==> config.mk <==
export PLATFORM = sky130hd
export DESIGN_NAME = branch_predictor
export DESIGN_NICKNAME = d
export VERILOG_FILES = /design/src/rtl/branch_predictor.sv
export SDC_FILE = /design/constraint.sdc
export NUM_CORES = 2
export LEC_CHECK = 0
export CAP_MARGIN = 15
export CORE_MARGIN = 2
export CORE_UTILIZATION = 55
export DETAILED_ROUTE_END_ITERATION = 10
export PLACE_DENSITY = 0.77
export REMOVE_ABC_BUFFERS = 1
export SETUP_SLACK_MARGIN = 0.02
export SYNTH_ARGS = -nofsm -noshare
export SYNTH_HDL_FRONTEND = slang
export SYNTH_SLANG_ARGS = --single-unit
==> constraint.sdc <==
create_clock -name clk -period 3.96 [get_ports clk]
set_input_delay 0.396 -clock clk [delete_from_list [all_inputs] [get_ports clk]]
set_output_delay 0.396 -clock clk [all_outputs]
set_load 0.01 [all_outputs]
==> src/rtl/branch_predictor.sv <==
// Fetch-side branch predictor.
// A direct-mapped BTB holds a 2-bit direction counter per entry and is trained from resolved execute-stage outcomes.
module branch_predictor #(
  parameter int ENTRY_NUM = 16
) (
  input  logic        clk,
  input  logic        rstN,
  input  logic [31:0] fetchPc,
  output logic        predictTaken,
  output logic [31:0] predictedPc,
  input  logic        exValid,
  input  logic [31:0] exPc,
  input  logic        exIsBranch,
  input  logic        exIsBranchTaken,
  input  logic [31:0] exIrregPc,
  input  logic [31:0] exPredictedPc,
  output logic        mispredict,
  output logic [31:0] redirectPc,
  output logic [31:0] branchCount,
  output logic [31:0] mispredictCount
);
  localparam int IDX   = $clog2(ENTRY_NUM);
  localparam int TAG_W = 30 - IDX;

  logic [ENTRY_NUM-1:0]             r_valid;
  logic [ENTRY_NUM-1:0][TAG_W-1:0]  r_tag;
  logic [ENTRY_NUM-1:0][31:0]       r_target;
  logic [ENTRY_NUM-1:0][1:0]        r_ctr;
  logic [31:0]                      r_branchCount;
  logic [31:0]                      r_mispredictCount;

  logic [IDX-1:0]   w_fIdx, w_eIdx;
  logic [TAG_W-1:0] w_fTag, w_eTag;
  logic             w_fHit, w_eHit;
  logic [31:0]      w_actualNext;
  logic             w_mispredict;
  logic [1:0]       w_eCtr;

  assign w_fIdx = fetchPc[IDX+1:2];
  assign w_fTag = fetchPc[31:IDX+2];
  assign w_eIdx = exPc[IDX+1:2];
  assign w_eTag = exPc[31:IDX+2];
  assign w_fHit = r_valid[w_fIdx] && (r_tag[w_fIdx] == w_fTag);
  assign w_eHit = r_valid[w_eIdx] && (r_tag[w_eIdx] == w_eTag);
  assign w_eCtr = r_ctr[w_eIdx];

  // Lookup always sees the pre-edge table, so a same-cycle update is invisible here.
  assign predictTaken = w_fHit && r_ctr[w_fIdx][1];
  assign predictedPc  = predictTaken ? r_target[w_fIdx] : fetchPc + 32'd4;

  // A non-branch has no irregular target; its successor is simply exPc+4.
  assign w_actualNext = exIsBranch ? exIrregPc : exPc + 32'd4;
  assign w_mispredict = exValid && (w_actualNext != exPredictedPc);
  assign mispredict   = w_mispredict;
  assign redirectPc   = exValid ? w_actualNext : 32'd0;

  always_ff @(posedge clk or negedge rstN) begin
    if (!rstN) begin
      r_valid  <= '0;
      r_tag    <= '0;
      r_target <= '0;
      r_ctr    <= {ENTRY_NUM{2'b01}};
    end else if (exValid) begin
      if (exIsBranch) begin
        if (w_eHit) begin
          if (exIsBranchTaken) begin
            if (w_eCtr != 2'b11) r_ctr[w_eIdx] <= w_eCtr + 2'd1;
            r_target[w_eIdx] <= exIrregPc;
          end else if (w_eCtr != 2'b00) begin
            r_ctr[w_eIdx] <= w_eCtr - 2'd1;
          end
        end else if (exIsBranchTaken) begin
          r_valid[w_eIdx]  <= 1'b1;
          r_tag[w_eIdx]    <= w_eTag;
          r_target[w_eIdx] <= exIrregPc;
          r_ctr[w_eIdx]    <= 2'b10;
        end
      end else if (w_eHit) begin
        r_valid[w_eIdx] <= 1'b0;
      end
    end
  end

  always_ff @(posedge clk or negedge rstN) begin
    if (!rstN) begin
      r_branchCount     <= '0;
      r_mispredictCount <= '0;
    end else begin
      if (exValid && exIsBranch && (r_branchCount != 32'hFFFF_FFFF))
        r_branchCount <= r_branchCount + 32'd1;
      if (w_mispredict && (r_mispredictCount != 32'hFFFF_FFFF))
        r_mispredictCount <= r_mispredictCount + 32'd1;
    end
  end

  assign branchCount     = r_branchCount;
  assign mispredictCount = r_mispredictCount;
endmodule

==> impl_results.md <==
* Status: finished with violations
* Failing checks: setup timing
* Final setup vio count at 208
* Mapped Cells at 3782
* Post-Synth XOR/XNOR Area at 0.0346
* Worst path cell trace: mux4_2 > mux4_2 > xnor2_2 > buf_4 > nand2_2 > or3_4 > or4_4 > or4b_4 > buf_12 > buf_6 > mux2_2 > buf_6
* Power Total at roughly 30 mW
* GR Overflow Total at 0
* Seq cells post-synth at 1040
* Hpwl dp at approximately 120000 um
* Worst vdd ir at 0.364 mV
* Critical path startpoint: r_tag[99]
* Nature of the critical path startpoint: flip-flop
* R2r worst-path depth at 15
* # fillers at approximately 6300
* Yosys warns at 0
* Synth Area in Adders at 0.00208
* Synthesized area at 0.0541 mm^2
* CP Capture Type: output pin
* Post-synth ARST share at 1.00
* TritonCTS clock tree: built
* Min-delay worst type: in -> reg
* Minimum hold slack at 0.0378 ns
* Max Slew Vio Count at 0
* Maxcap violations at 0
* Vias in the first global route at 40130
* Sequential area share after synthesis at 0.481
* Share of layout cells above drive strength 1 at 0.541
* DRC Markers at 0
* WP data required at 3.56 ns
* Dpl cell area at 0.0629 mm^2
* Clk_skew at 0.0258 ns
* Iteration-0 DRC Markers at 4941
* CP peak stage delay at 0.57 ns
* First drt pass iteration count at 8
* Die area at 0.101 mm^2
* Slew @ Worst Pin at ~1.0 ns
* DR top layer: met5
* Fmax achieved at 0.202 GHz
* Vias per inst at 6.64
* Power Density at 432 mW/mm^2
* Met2 WL at 82700 um
* Final Cycle Share at 1.25
* CTS Sinks at roughly 1000
* Final hold viol count at 0
* Total clock buffers created by CTS at 110
* Met1 wire length at 70400 um
* Post-layout minimum cycle time at 4.95 ns
* Fin util at 0.701
* FF-to-FF End: r_ctr[2]
* CTS H-tree lvls at 3
* Worst Setup EP: predictedPc[8]
* Initial antenna violation count at 13
* Setup TNS at -38.32 ns
* Row count at 115
* Width of the chip at 318 um
* Top FF cell, synth: dfrtp_1
* Final Instance Area at 0.0687 mm^2
* EDFF count, synth at 0
* Kind of critical path: reg -> out
* Unrepaired setup endpoints after global routing: true
* Syn avg cell area at between 10 and 15 um^2
* Gr usage total at 0.362
* IO Port Bufs at 262
* Met3 wire length at 22000 um
* R2R Path Start: r_tag[320]
* Initial Utilization at 0.552
* Post-Synth Simple-Gate Area at 0.0466
* Synth Area in Compound Gates at 0.0283
* I/O Pins at 263
* Static Leak at 30.9 nW
* Most common cell after layout, fill and taps aside: dfrtp_1
* Critical Path AT at 4.55 ns
* Slowest library cell on the worst path: or4b_4
* Largest net degree at the start of global routing at 105
* Largest buffer count on any clock path at 3
* Register-to-register setup slack at -0.10 ns
* Final wirelength at 186000 um
* Number of nets in the layout at 4672
* Antenna Nets Post-Route at 0
* Clock transition at path regs at 0.06 ns
* Chip height at 318 um
* Via count at 39296
* Later-pin clock latency in the skew report at ~0.7 ns
* WL per Instance at 31.4 um
* Commonest non-fill, non-tap cells in the layout: dfrtp_1, mux2_2, buf_4, mux4_2, clkdlybuf4s50_1
* Post-route setup slack at -0.986 ns
* Mux share of post-synthesis cell area at 0.376
* CTS root buf: clkbuf_16
* Rel. slew slack at 0.331
* Main combinational cell family by area after synthesis: multiplexers
* GPL Wtd Cong at roughly 0.98
* Distinct cells, synth at 72
* CP max FO at 5
* Total core area at 0.0980 mm^2
* First-pass GRT wire length at ~270000 um
* Area Overhead vs Synth at 27.0%
==> sequential cells by signal, indices dropped and copies added (netlist names), named ones only <==
| signal | cells |
|---|---|
| r_tag | 416 |
| branchCount | 32 |
| mispredictCount | 32 |
| r_target | 512 |
| r_ctr | 32 |
==> synthesized netlist by cell type (9+ instances only) <==
cell / count / area (um^2)
inv_1: 35 / 131
and2_1: 11 / 68.8
ha_1: 9 / 113
a2bb2oi_1: 13 / 114
o2bb2ai_1: 13 / 114
mux2_2: 932 / 10500
buf_1: 36 / 135
nand2_1: 121 / 454
nand4_1: 55 / 344
dfstp_2: 16 / 420
nor4_1: 17 / 106
mux4_2: 412 / 9280
xnor2_1: 160 / 1400
a21oi_2: 10 / 87.6
xor2_1: 54 / 473
and3_1: 39 / 244
nor3_1: 14 / 70.1
o21ai_0: 45 / 225
buf_2: 48 / 240
nor2_1: 112 / 420
o211ai_1: 10 / 75.1
a21oi_1: 48 / 240
a31oi_1: 12 / 75.1
buf_4: 31 / 233
o22a_1: 12 / 105
mux2i_1: 55 / 551
clkbuf_1: 230 / 863
dfrtp_1: 1024 / 25600
nand3_1: 93 / 465
==> routing by layer <==
metal,track usage,up-vias
li1,-,15735
met1,0.493,20495
met2,0.533,2514
met3,0.109,548
met4,0.183,4
met5,0,-
==> how the worst min path moves through the flow <==
stage / endpoint / cells after the start / start
4_1_cts: r_tag[84] / 2 / exPc[12]
2_1_floorplan: asynchronous set/reset pin / 0 / rstN
5_1_grt: r_tag[84] / 2 / exPc[12]
3_5_place_dp: branchCount[12] / 1 / rstN
6_report: r_tag[84] / 2 / exPc[12]
3_3_place_gp: branchCount[13] / 1 / rstN
==> final cells by class <==
cell class,count,area (um^2),area share
tap,1287,1610,0.0234
sequential,1040,26000,0.379
multi-input combinational,2352,27500,0.400
antenna,10,25.0,0.000364
clock inverter,41,561,0.00816
clock buffer,163,3280,0.0478
timing repair buffer,987,9550,0.139
inverter,39,146,0.00213
==> per-stage QoR <==
stage          setup slack (ns)  std cells
2_1_floorplan            -0.523       3431
3_3_place_gp              -1.19       5647
3_5_place_dp              -1.20       5647
4_1_cts                   -1.01       5879
5_1_grt                   -1.05       5915
6_report                 -0.986       5919
==> logic make-up after synthesis <==
group	count (synthesis)
buffers and inverters	390
xor gates and xnor gates	214
AOI/OAI and AO/OA	222
adders and majority gates	9
DFF	1040
muxes	1399
and+or+nand+nor	508
==> worst max-delay path, delay by kind of cell, from the launching register on <==
kind | cells | cell delay [ns]
and+or+nand+nor | 4 | 1.45
xor gates and xnor gates | 1 | 0.14
muxes | 3 | 1.25
DFF | 1 | 0.39
buffers and inverters | 4 | 0.59
==> where the power goes <==
| group | switching (mW) | internal (mW) | leakage, nW | total (mW) |
|---|---|---|---|---|
| Combinational | 2.53 | 3.32 | 15.3 | 5.85 |
| Clock | 4.53 | 6.41 | 1.88 | 10.9 |
| Sequential | 0.904 | 12.0 | 13.7 | 12.9 |
==> repair_timing <==
action / 4_1_cts / 5_1_grt
hold buffers: 1 / 0
endpoints found under the setup margin: 501 / 224
gates cloned: 7 / 16
buffers inserted: 21 / 19
gates resized for setup: 272 / 172
endpoints found under the hold margin: 59 / 0
pin swaps: 40 / 67
No activity file was read; power rests on OpenSTA's default activity.
